## src/rtl/touch_multi_reader_pkg.sv

```systemverilog
// Shared types and register map for the multi-point touch panel reader.
package touch_pkg;

    typedef enum logic [2:0] {
        S_INIT_VID = 3'd0,
        S_IDLE     = 3'd1,
        S_RD_GEST  = 3'd2,
        S_RD_STAT  = 3'd3,
        S_RD_PT    = 3'd4,
        S_PUBLISH  = 3'd5,
        S_WAIT_REL = 3'd6
    } state_e;

    typedef enum logic [1:0] {
        B_XH = 2'd0,
        B_XL = 2'd1,
        B_YH = 2'd2,
        B_YL = 2'd3
    } byte_e;

    // Only the fields the panel defines are kept; XH[5:4] is reserved.
    typedef struct packed {
        logic [1:0]  evt;
        logic [3:0]  id;
        logic [11:0] x;
        logic [11:0] y;
    } point_t;

    localparam logic [7:0] REG_VENDOR  = 8'd168;
    localparam logic [7:0] REG_GEST    = 8'd1;
    localparam logic [7:0] REG_STAT    = 8'd2;
    localparam logic [7:0] REG_PT_BASE = 8'd3;

    // Register address of byte b of point i; wraps modulo 256.
    function automatic logic [7:0] pt_addr(input logic [3:0] i, input byte_e b, input logic [7:0] stride);
        return REG_PT_BASE + 8'(stride * {4'd0, i}) + {6'd0, b};
    endfunction

endpackage

```

## src/rtl/touch_multi_reader_if.sv

```systemverilog
// Byte-read handshake between the touch reader and the external I2C master.
interface touch_multi_reader_if;
    logic       rd_start;
    logic [7:0] rd_addr;
    logic [7:0] rd_data;
    logic       rd_done;

    modport master (output rd_start, output rd_addr, input rd_data, input rd_done);
    modport slave  (input rd_start, input rd_addr, output rd_data, output rd_done);
endinterface

```

## src/rtl/touch_multi_reader_int_sync.sv

```systemverilog
// Two-flop synchroniser for the asynchronous, active-low panel interrupt.
module touch_int_sync (
    input  logic clk,
    input  logic reset,
    input  logic async_in,
    output logic sync_out
);
    logic [1:0] sync_q;
    logic [1:0] sync_d;

    // Shift the raw input through the two stages.
    always_comb begin
        sync_d = {sync_q[0], async_in};
    end

    // Resets to the inactive (high) level so no frame starts spuriously.
    always_ff @(posedge clk) begin
        if (reset) begin
            sync_q <= 2'b11;
        end else begin
            sync_q <= sync_d;
        end
    end

    assign sync_out = sync_q[1];
endmodule

```

## src/rtl/touch_multi_reader.sv

```systemverilog
// Multi-point touch reader: fetches gesture, count and point records byte by byte
// and publishes a complete frame atomically with a one-cycle update strobe.
module touch_multi_reader
    import touch_pkg::*;
#(
    parameter int MAX_POINTS     = 5,
    parameter int COORD_W        = 12,
    parameter int REG_STRIDE     = 6,
    parameter int POLL_MODE      = 0,
    parameter int POLL_CYCLES    = 500000,
    parameter int TIMEOUT_CYCLES = 100000
) (
    input  logic                            clk,
    input  logic                            reset,
    input  logic                            touch_int,
    touch_multi_reader_if.master            rd,
    output logic [MAX_POINTS*COORD_W-1:0]   touch_x,
    output logic [MAX_POINTS*COORD_W-1:0]   touch_y,
    output logic [MAX_POINTS*4-1:0]         touch_id,
    output logic [MAX_POINTS*2-1:0]         touch_evt,
    output logic [MAX_POINTS-1:0]           touch_valid,
    output logic [3:0]                      touch_count,
    output logic [7:0]                      gesture,
    output logic [7:0]                      vendor_id,
    output logic                            update,
    output logic                            rd_err,
    output logic                            busy
);

    localparam logic [3:0]  MAX_CNT   = 4'(MAX_POINTS);
    localparam logic [31:0] POLL_LAST = 32'(POLL_CYCLES - 1);
    localparam logic [31:0] TMO_LAST  = 32'(TIMEOUT_CYCLES - 1);

    function automatic logic [COORD_W-1:0] fit_coord(input logic [11:0] raw);
        return COORD_W'(raw);
    endfunction

    state_e                          state_q, state_d;
    logic                            rd_start_q, rd_start_d;
    logic [7:0]                      rd_addr_q, rd_addr_d;
    logic [31:0]                     tmo_cnt_q, tmo_cnt_d;
    logic [31:0]                     poll_cnt_q, poll_cnt_d;
    logic [3:0]                      cnt_sh_q, cnt_sh_d;
    logic [3:0]                      pt_idx_q, pt_idx_d;
    byte_e                           byte_q, byte_d;
    logic [7:0]                      gest_sh_q, gest_sh_d;
    point_t                          pt_sh_q [MAX_POINTS];
    point_t                          pt_sh_d [MAX_POINTS];
    logic [MAX_POINTS*COORD_W-1:0]   touch_x_q, touch_x_d;
    logic [MAX_POINTS*COORD_W-1:0]   touch_y_q, touch_y_d;
    logic [MAX_POINTS*4-1:0]         touch_id_q, touch_id_d;
    logic [MAX_POINTS*2-1:0]         touch_evt_q, touch_evt_d;
    logic [MAX_POINTS-1:0]           touch_valid_q, touch_valid_d;
    logic [3:0]                      touch_count_q, touch_count_d;
    logic [7:0]                      gesture_q, gesture_d;
    logic [7:0]                      vendor_id_q, vendor_id_d;
    logic                            update_q, update_d;
    logic                            rd_err_q, rd_err_d;
    logic                            busy_q, busy_d;

    logic                            int_sync_s;
    logic                            in_read_s;
    logic                            fire_s;
    logic                            tmo_s;
    logic                            poll_exp_s;
    logic [7:0]                      cur_addr_s;
    logic [3:0]                      stat_cnt_s;

    touch_int_sync u_int_sync (
        .clk      (clk),
        .reset    (reset),
        .async_in (touch_int),
        .sync_out (int_sync_s)
    );

    // Address of the byte the current state fetches, and the clamped point count.
    always_comb begin
        in_read_s  = 1'b1;
        cur_addr_s = rd_addr_q;
        case (state_q)
            S_INIT_VID: cur_addr_s = REG_VENDOR;
            S_RD_GEST:  cur_addr_s = REG_GEST;
            S_RD_STAT:  cur_addr_s = REG_STAT;
            S_RD_PT:    cur_addr_s = pt_addr(pt_idx_q, byte_q, 8'(REG_STRIDE));
            default:    in_read_s  = 1'b0;
        endcase
        if (rd.rd_data[3:0] > MAX_CNT) begin
            stat_cnt_s = MAX_CNT;
        end else begin
            stat_cnt_s = rd.rd_data[3:0];
        end
        fire_s     = rd_start_q & rd.rd_done;
        tmo_s      = rd_start_q & ~rd.rd_done & (tmo_cnt_q == TMO_LAST);
        poll_exp_s = (poll_cnt_q == POLL_LAST);
    end

    // Next-state, handshake and publish logic.
    always_comb begin
        state_d       = state_q;
        rd_start_d    = rd_start_q;
        rd_addr_d     = rd_addr_q;
        cnt_sh_d      = cnt_sh_q;
        pt_idx_d      = pt_idx_q;
        byte_d        = byte_q;
        gest_sh_d     = gest_sh_q;
        pt_sh_d       = pt_sh_q;
        touch_x_d     = touch_x_q;
        touch_y_d     = touch_y_q;
        touch_id_d    = touch_id_q;
        touch_evt_d   = touch_evt_q;
        touch_valid_d = touch_valid_q;
        touch_count_d = touch_count_q;
        gesture_d     = gesture_q;
        vendor_id_d   = vendor_id_q;
        update_d      = 1'b0;
        rd_err_d      = 1'b0;

        if (in_read_s) begin
            if (!rd_start_q) begin
                rd_start_d = 1'b1;
                rd_addr_d  = cur_addr_s;
            end else if (fire_s) begin
                rd_start_d = 1'b0;
                case (state_q)
                    S_INIT_VID: begin
                        vendor_id_d = rd.rd_data;
                        state_d     = S_IDLE;
                    end
                    S_RD_GEST: begin
                        gest_sh_d = rd.rd_data;
                        state_d   = S_RD_STAT;
                    end
                    S_RD_STAT: begin
                        cnt_sh_d = stat_cnt_s;
                        pt_idx_d = 4'd0;
                        byte_d   = B_XH;
                        state_d  = (stat_cnt_s == 4'd0) ? S_PUBLISH : S_RD_PT;
                    end
                    S_RD_PT: begin
                        for (int i = 0; i < MAX_POINTS; i++) begin
                            if (int'(pt_idx_q) == i) begin
                                case (byte_q)
                                    B_XH: begin
                                        pt_sh_d[i].evt    = rd.rd_data[7:6];
                                        pt_sh_d[i].x[11:8] = rd.rd_data[3:0];
                                    end
                                    B_XL: pt_sh_d[i].x[7:0] = rd.rd_data;
                                    B_YH: begin
                                        pt_sh_d[i].id      = rd.rd_data[7:4];
                                        pt_sh_d[i].y[11:8] = rd.rd_data[3:0];
                                    end
                                    B_YL: pt_sh_d[i].y[7:0] = rd.rd_data;
                                    default: pt_sh_d[i] = pt_sh_q[i];
                                endcase
                            end else begin
                                pt_sh_d[i] = pt_sh_q[i];
                            end
                        end
                        case (byte_q)
                            B_XH: byte_d = B_XL;
                            B_XL: byte_d = B_YH;
                            B_YH: byte_d = B_YL;
                            default: begin
                                byte_d = B_XH;
                                if (pt_idx_q + 4'd1 == cnt_sh_q) begin
                                    state_d = S_PUBLISH;
                                end else begin
                                    pt_idx_d = pt_idx_q + 4'd1;
                                end
                            end
                        endcase
                    end
                    default: state_d = S_IDLE;
                endcase
            end else if (tmo_s) begin
                // Abandon the frame; a failed vendor read is simply retried.
                rd_start_d = 1'b0;
                rd_err_d   = 1'b1;
                state_d    = (state_q == S_INIT_VID) ? S_INIT_VID : S_IDLE;
            end else begin
                rd_start_d = 1'b1;
            end
        end else begin
            case (state_q)
                S_IDLE: begin
                    if (POLL_MODE != 0) begin
                        state_d = poll_exp_s ? S_RD_GEST : S_IDLE;
                    end else begin
                        state_d = int_sync_s ? S_IDLE : S_RD_GEST;
                    end
                end
                S_PUBLISH: begin
                    for (int i = 0; i < MAX_POINTS; i++) begin
                        if (i < int'(cnt_sh_q)) begin
                            touch_x_d[i*COORD_W +: COORD_W] = fit_coord(pt_sh_q[i].x);
                            touch_y_d[i*COORD_W +: COORD_W] = fit_coord(pt_sh_q[i].y);
                            touch_id_d[i*4 +: 4]            = pt_sh_q[i].id;
                            touch_evt_d[i*2 +: 2]           = pt_sh_q[i].evt;
                            touch_valid_d[i]                = 1'b1;
                        end else begin
                            touch_valid_d[i] = 1'b0;
                        end
                    end
                    touch_count_d = cnt_sh_q;
                    gesture_d     = gest_sh_q;
                    update_d      = 1'b1;
                    state_d       = (POLL_MODE != 0) ? S_IDLE : S_WAIT_REL;
                end
                S_WAIT_REL: begin
                    if (int_sync_s) begin
                        state_d = S_IDLE;
                    end else if (poll_exp_s) begin
                        state_d = S_RD_GEST;
                    end else begin
                        state_d = S_WAIT_REL;
                    end
                end
                default: state_d = S_INIT_VID;
            endcase
        end

        tmo_cnt_d = rd_start_q ? (tmo_cnt_q + 32'd1) : 32'd0;
        if ((state_d == S_IDLE || state_d == S_WAIT_REL) && (state_d != state_q)) begin
            poll_cnt_d = 32'd0;
        end else begin
            poll_cnt_d = poll_cnt_q + 32'd1;
        end
        busy_d = (state_d != S_IDLE);
    end

    // State, shadow and output registers.
    always_ff @(posedge clk) begin
        if (reset) begin
            state_q       <= S_INIT_VID;
            rd_start_q    <= 1'b0;
            rd_addr_q     <= 8'd0;
            tmo_cnt_q     <= 32'd0;
            poll_cnt_q    <= 32'd0;
            cnt_sh_q      <= 4'd0;
            pt_idx_q      <= 4'd0;
            byte_q        <= B_XH;
            gest_sh_q     <= 8'd0;
            for (int i = 0; i < MAX_POINTS; i++) begin
                pt_sh_q[i] <= '0;
            end
            touch_x_q     <= '0;
            touch_y_q     <= '0;
            touch_id_q    <= '0;
            touch_evt_q   <= '0;
            touch_valid_q <= '0;
            touch_count_q <= 4'd0;
            gesture_q     <= 8'd0;
            vendor_id_q   <= 8'd0;
            update_q      <= 1'b0;
            rd_err_q      <= 1'b0;
            busy_q        <= 1'b0;
        end else begin
            state_q       <= state_d;
            rd_start_q    <= rd_start_d;
            rd_addr_q     <= rd_addr_d;
            tmo_cnt_q     <= tmo_cnt_d;
            poll_cnt_q    <= poll_cnt_d;
            cnt_sh_q      <= cnt_sh_d;
            pt_idx_q      <= pt_idx_d;
            byte_q        <= byte_d;
            gest_sh_q     <= gest_sh_d;
            pt_sh_q       <= pt_sh_d;
            touch_x_q     <= touch_x_d;
            touch_y_q     <= touch_y_d;
            touch_id_q    <= touch_id_d;
            touch_evt_q   <= touch_evt_d;
            touch_valid_q <= touch_valid_d;
            touch_count_q <= touch_count_d;
            gesture_q     <= gesture_d;
            vendor_id_q   <= vendor_id_d;
            update_q      <= update_d;
            rd_err_q      <= rd_err_d;
            busy_q        <= busy_d;
        end
    end

    assign rd.rd_start   = rd_start_q;
    assign rd.rd_addr    = rd_addr_q;
    assign touch_x       = touch_x_q;
    assign touch_y       = touch_y_q;
    assign touch_id      = touch_id_q;
    assign touch_evt     = touch_evt_q;
    assign touch_valid   = touch_valid_q;
    assign touch_count   = touch_count_q;
    assign gesture       = gesture_q;
    assign vendor_id     = vendor_id_q;
    assign update        = update_q;
    assign rd_err        = rd_err_q;
    assign busy          = busy_q;

endmodule
```

## src/flat_wrapper.sv

```systemverilog
// flat-port wrapper written by rule: the top's interface ports become plain ports
module touch_multi_reader_flat import touch_pkg::*;
#(
    parameter int MAX_POINTS     = 5,
    parameter int COORD_W        = 12,
    parameter int REG_STRIDE     = 6,
    parameter int POLL_MODE      = 0,
    parameter int POLL_CYCLES    = 500000,
    parameter int TIMEOUT_CYCLES = 100000
)
  (clk, reset, touch_int, touch_x, touch_y, touch_id, touch_evt, touch_valid, touch_count, gesture, vendor_id, update, rd_err, busy, rd_rd_start, rd_rd_addr, rd_rd_data, rd_rd_done);
  touch_multi_reader_if rd_i ();
  input  logic clk;
  input  logic reset;
  input  logic touch_int;
  output logic [MAX_POINTS*COORD_W-1:0] touch_x;
  output logic [MAX_POINTS*COORD_W-1:0] touch_y;
  output logic [MAX_POINTS*4-1:0] touch_id;
  output logic [MAX_POINTS*2-1:0] touch_evt;
  output logic [MAX_POINTS-1:0] touch_valid;
  output logic [3:0] touch_count;
  output logic [7:0] gesture;
  output logic [7:0] vendor_id;
  output logic update;
  output logic rd_err;
  output logic busy;
  output wire logic [$bits(rd_i.rd_start)-1:0] rd_rd_start;
  output wire logic [$bits(rd_i.rd_addr)-1:0] rd_rd_addr;
  input wire logic [$bits(rd_i.rd_data)-1:0] rd_rd_data;
  input wire logic [$bits(rd_i.rd_done)-1:0] rd_rd_done;
  assign rd_rd_start = rd_i.rd_start;
  assign rd_rd_addr = rd_i.rd_addr;
  assign rd_i.rd_data = rd_rd_data;
  assign rd_i.rd_done = rd_rd_done;
  touch_multi_reader #(.MAX_POINTS(MAX_POINTS), .COORD_W(COORD_W), .REG_STRIDE(REG_STRIDE), .POLL_MODE(POLL_MODE), .POLL_CYCLES(POLL_CYCLES), .TIMEOUT_CYCLES(TIMEOUT_CYCLES)) u_core (.clk(clk), .reset(reset), .touch_int(touch_int), .rd(rd_i), .touch_x(touch_x), .touch_y(touch_y), .touch_id(touch_id), .touch_evt(touch_evt), .touch_valid(touch_valid), .touch_count(touch_count), .gesture(gesture), .vendor_id(vendor_id), .update(update), .rd_err(rd_err), .busy(busy));
endmodule
```

## config.mk

```make
export PLATFORM = sky130hd
export DESIGN_NAME = touch_multi_reader_flat
export DESIGN_NICKNAME = d
export VERILOG_FILES = /design/src/rtl/touch_multi_reader_pkg.sv /design/src/rtl/touch_multi_reader_if.sv /design/src/rtl/touch_multi_reader_int_sync.sv /design/src/rtl/touch_multi_reader.sv /design/src/flat_wrapper.sv
export SDC_FILE = /design/constraint.sdc
export NUM_CORES = 1
export LEC_CHECK = 0
export CORE_MARGIN = 2
export CORE_UTILIZATION = 40
export CTS_BUF_LIST = sky130_fd_sc_hd__clkbuf_8
export CTS_CLUSTER_DIAMETER = 150
export CTS_CLUSTER_SIZE = 14
export DETAILED_ROUTE_END_ITERATION = 8
export DONT_BUFFER_PORTS = 1
export PLACE_DENSITY = 0.61
export RECOVER_POWER = 50
export SYNTH_ARGS = -nofsm -noshare
export SYNTH_HDL_FRONTEND = slang
export SYNTH_SLANG_ARGS = --single-unit
```

## constraint.sdc

```tcl
create_clock -name clk -period 4 [get_ports clk]
set_input_delay 0.2 -clock clk [delete_from_list [all_inputs] [get_ports clk]]
set_output_delay 0.2 -clock clk [all_outputs]
set_load 0.005 [all_outputs]
```

==> summary.txt <==
Pwr
  – Clock power share: between 30 and 40%
  – Seq pwr share: between 60 and 70%
  – Internal power: 5.17 mW
  – Gate power share: roughly 3.6%
  – Sw Ratio: a little under a quarter
  – Total power: 6.74 mW
  – Leakage power: approximately 6.7 nW
  – Pwr Density: 357 mW/mm^2
  – Worst vdd rail ir drop: between 0.3 and 0.4 mV
  – Switching pwr: 1.57 mW

STA
  – Slew @ Worst Pin: between 1500 and 2000 ps
  – Setup Skew: 28.0 ps
  – Worst setup margin: between 200 and 250 ps
  – Relative slew slack: -9.76%
  – Fin crit share: between 90 and 100%
  – Fmax: around 0.27 GHz
  – Max-slew violations: 35
  – Setup-failing EPs final: 0
  – Unrepaired setup endpoints after global routing: false
  – Setup TNS: 0 ps
  – Min Clock Period, post-route: about 3800 ps
  – Final Hold Viols: 0

Place
  – Gpl congestion: between 0.8 and 0.9
  – Post-Place Worst Slack: 916 ps
  – Port bufs: 0
  – Hpwl dp: about 25,000 um
  – DP Area: about 0.017 mm^2

Final layout
  – Final nets: between 1,500 and 2,000
  – Multi-input gate area: about 0.0073 mm^2
  – Area grow syn2layout: 15.8%
  – Fin area: about 0.019 mm^2
  – Final Util: 47.1%
  – Layout cells sized above 1: under 10%
  – Sequential cell area: between 0.008 and 0.009 mm^2
  – Fill count: 3,864

Global routing
  – First-pass GRT wire length: 68,000 um
  – Vias in the first global route: roughly 12,000
  – All-Layer GR Usage: about 21%
  – Largest net degree at the start of global routing: about 220
  – Total gr overflow: 0
  – Initial antenna violation count: 1

Die
  – Die width: 206 um
  – Die ar.: about 0.042 mm^2
  – Die height: a little over 200 um
  – Core area: between 0.04 and 0.05 mm^2
  – # rows: 73
  – Initial Utilization: 40.7%
  – I/O pin cnt: a little under 200

Clock tree
  – Worst skew pair latency: around 610 ps
  – CTS tree: done
  – Max clock buf depth: 3
  – Clock transition at the registers of the reported paths: ~90 ps
  – Clock root cell: clkbuf_8
  – Post_cts resized: 0
  – CTS Buf Count: 36
  – Count of clock tree sinks: 424
  – # H-tree levels: 2

Synth
  – Adder-Cell Fraction of Synth Area: 1.78%
  – Synth top cells by count: dfxtp_1 (424), nand2_1 (378), nor2_1 (275)
  – Syn avg cell area: around 9 um^2
  – Most common cell in the netlist: dfxtp_1
  – Synth Warn #: 0
  – Mapped Cells: roughly 1,800
  – Largest family of logic cells by synthesized area: simple AND/OR/NAND/NOR gates
  – Synth Area in Simple Gates: 20.9%
  – Number of synthesized flops with an enable pin: 0
  – Mapped Area: approximately 0.016 mm^2
  – Async set or reset register ratio after synthesis: 0%
  – Top FF cell, synth: dfxtp_1
  – Synth Register Bits: between 400 and 500
  – Sequential area share after synthesis: between 50% and 60%
  – Fraction of synthesized area in multiplexers: approximately a tenth
  – Mapped Nets: 1,878
  – Synth cell types: 64
  – Most area-hungry cell type in the Yosys netlist: dfxtp_1
  – Synth Area in Compound Gates: 8.27%
  – Share of the synthesized area in the top cell type: a little over half
  – XOR/XNOR Fraction of Synth Area: under 10%
  – Largest cells by area after synthesis: dfxtp_1 (52%), mux2i_1 (10%), nand2_1 (8.7%)

Worst hold path
  – Hold Crit Depth: 3
  – Worst hold path endpoint: u_core.busy
  – Worst Min Path Start: reset
  – Min-delay worst type: in2reg

Drt
  – Highest metal used: met4
  – Met3 wire length: around 3200 um
  – DR vias: roughly 13,000
  – Wire length on met2: a little over 20,000 um
  – Residual DRC count: 0
  – Antenna-violating nets left: 0
  – TritonRoute pass-1 iters: 5
  – M1 WL: about 20,000 um
  – Iteration-0 DRC Markers: just over 700
  – Avg WL per Cell: around 18 um
  – Vias per cell: slightly above 5
  – Post-Route WL: about 44,000 um

Worst setup path
  – Critical R2R Launch: u_core.state_q[1]
  – Reg2Reg Depth: 7
  – Worst R2R End: u_core.pt_sh_q[22]
  – Required time of the critical path: about 4500 ps
  – R2r setup slk: about 240 ps
  – Crit path DAT: between 4000 and 5000 ps
  – Critical-path maximum fanout: 13
  – CP Launch Type: flop
  – Critical Path Sink Type: flop
  – Kind of critical path: reg2reg

Flow run
  – Max-cap violations: 2

Run status
  – Failing checks: capacitance limit, slew limit
  – Status: complete, but fails checks
==> registers in the layout, indices dropped and copies added, names as in the netlist, 2 cells and up <==
signal,flops
u_core.pt_sh_q,150
u_core.touch_x,60
u_core.touch_y,60
u_core.poll_cnt_q,32
u_core.tmo_cnt_q,32
u_core.touch_id,20
u_core.touch_evt,10
u_core.gest_sh_q,8
u_core.gesture,8
u_core.rd.rd_addr,8
u_core.vendor_id,8
u_core.touch_valid,5
u_core.cnt_sh_q,4
u_core.pt_idx_q,4
u_core.touch_count,4
u_core.state_q,3
u_core.byte_q,2
u_core.u_int_sync.sync_q,2
==> placed cells by master, fill, tap and decap left out, types with 2 or more instances in the layout <==
cell           synthesis  final
dfxtp_1              424    424
nand2_1              378    378
nor2_1               275    277
a21oi_1              189    188
mux2i_1              166    166
dlygate4sd3_1          0    155
xor2_1                43     43
clkbuf_8               0     37
nand3_1               29     29
xnor2_1               21     21
ha_1                  20     20
nand4_1               19     19
inv_1                 16     16
and3_1                15     15
nor2_2                15     13
nor3_1                10     11
and4_1                11     11
nor4_1                 9     10
o21ai_0               11     10
and2_1                10      9
buf_4                  0      9
a211oi_1               8      8
buf_12                 0      8
nand2b_1               5      5
or3_1                  5      5
a31oi_1                5      5
o21a_1                 4      4
clkbuf_1              89      4
o21ai_2                1      3
a21o_1                 3      3
nor2b_1                3      3
nor3b_1                2      2
nand3b_1               2      2
or4b_2                 2      2
or2_2                  2      2
fa_1                   2      2
clkinvlp_4             0      2
==> worst max path at each step <==
stage / cells after the start / endpoint / slack (ps) / startpoint
after floorplan: 10 / u_core.poll_cnt_q[13] / 1560 / u_core.pt_idx_q[0]
after global placement: 9 / u_core.poll_cnt_q[3] / 970 / u_core.pt_idx_q[0]
after detailed placement: 9 / u_core.poll_cnt_q[9] / 920 / u_core.pt_idx_q[0]
after CTS: 7 / u_core.pt_sh_q[22] / 210 / u_core.state_q[1]
after global routing: 7 / u_core.pt_sh_q[22] / 10 / u_core.state_q[1]
final: 7 / u_core.pt_sh_q[22] / 240 / u_core.state_q[1]
==> power by group through the flow <==
stage	sequential (mW)	combinational, mW	clock, mW
finish	4.28	0.241	2.22
global placement	4.38	0.114	0
floorplan	4.36	0.177	0
detailed placement	4.38	0.117	0
global route	4.29	0.260	2.46
CTS	4.28	0.245	2.32
==> cells by family (layout without fill, tap and decap cells) <==
kind of cell               Yosys count  after routing
and+or+nand+nor                    801            801
DFF                                424            424
AOI/OAI and AO/OA                  239            239
muxes                              167            167
buffers and inverters              126            233
xor gates and xnor gates            65             65
adders and majority gates           22             22
other                                0              1
==> stage by stage <==
stage / instances / hold WS, ps
3_3_place_gp: 2272 / 322
2_1_floorplan: 1844 / 304
5_1_grt: 2477 / 33.4
3_5_place_dp: 2272 / 312
4_1_cts: 2476 / 20.1
6_report: 2477 / 114
==> cell type report <==
| cell class | count | share of cell area [%] |
|---|---|---|
| timing repair buffer | 177 | 9.66 |
| inverter | 16 | 0.318 |
| clock inverter | 3 | 0.139 |
| multi-input combinational | 1294 | 38.7 |
| sequential | 424 | 45.0 |
| antenna | 1 | 0.0133 |
| clock buffer | 37 | 2.70 |
| tap | 525 | 3.48 |
==> worst max-delay path, cell delays in order, from the launching register on <==
cell and delay (ps):
dfxtp_1 620, mux2i_2 550, nand4_1 420, nor2_1 680, mux2i_1 240, dlygate4sd3_1 560
nor2_1 40, dlygate4sd3_1 540
==> routing by layer <==
metal	GRT usage, %	vias to the layer above
li1	-	6300
met1	26.4	6105
met2	33.4	285
met3	5.67	55
met4	6.40	0
met5	0	-
==> timing repair <==
item	in CTS	in global routing
hold buffers	164	0
endpoints found under the hold margin	360	0
setup buffers	0	0
No activity file was read; power rests on OpenSTA's default activity.
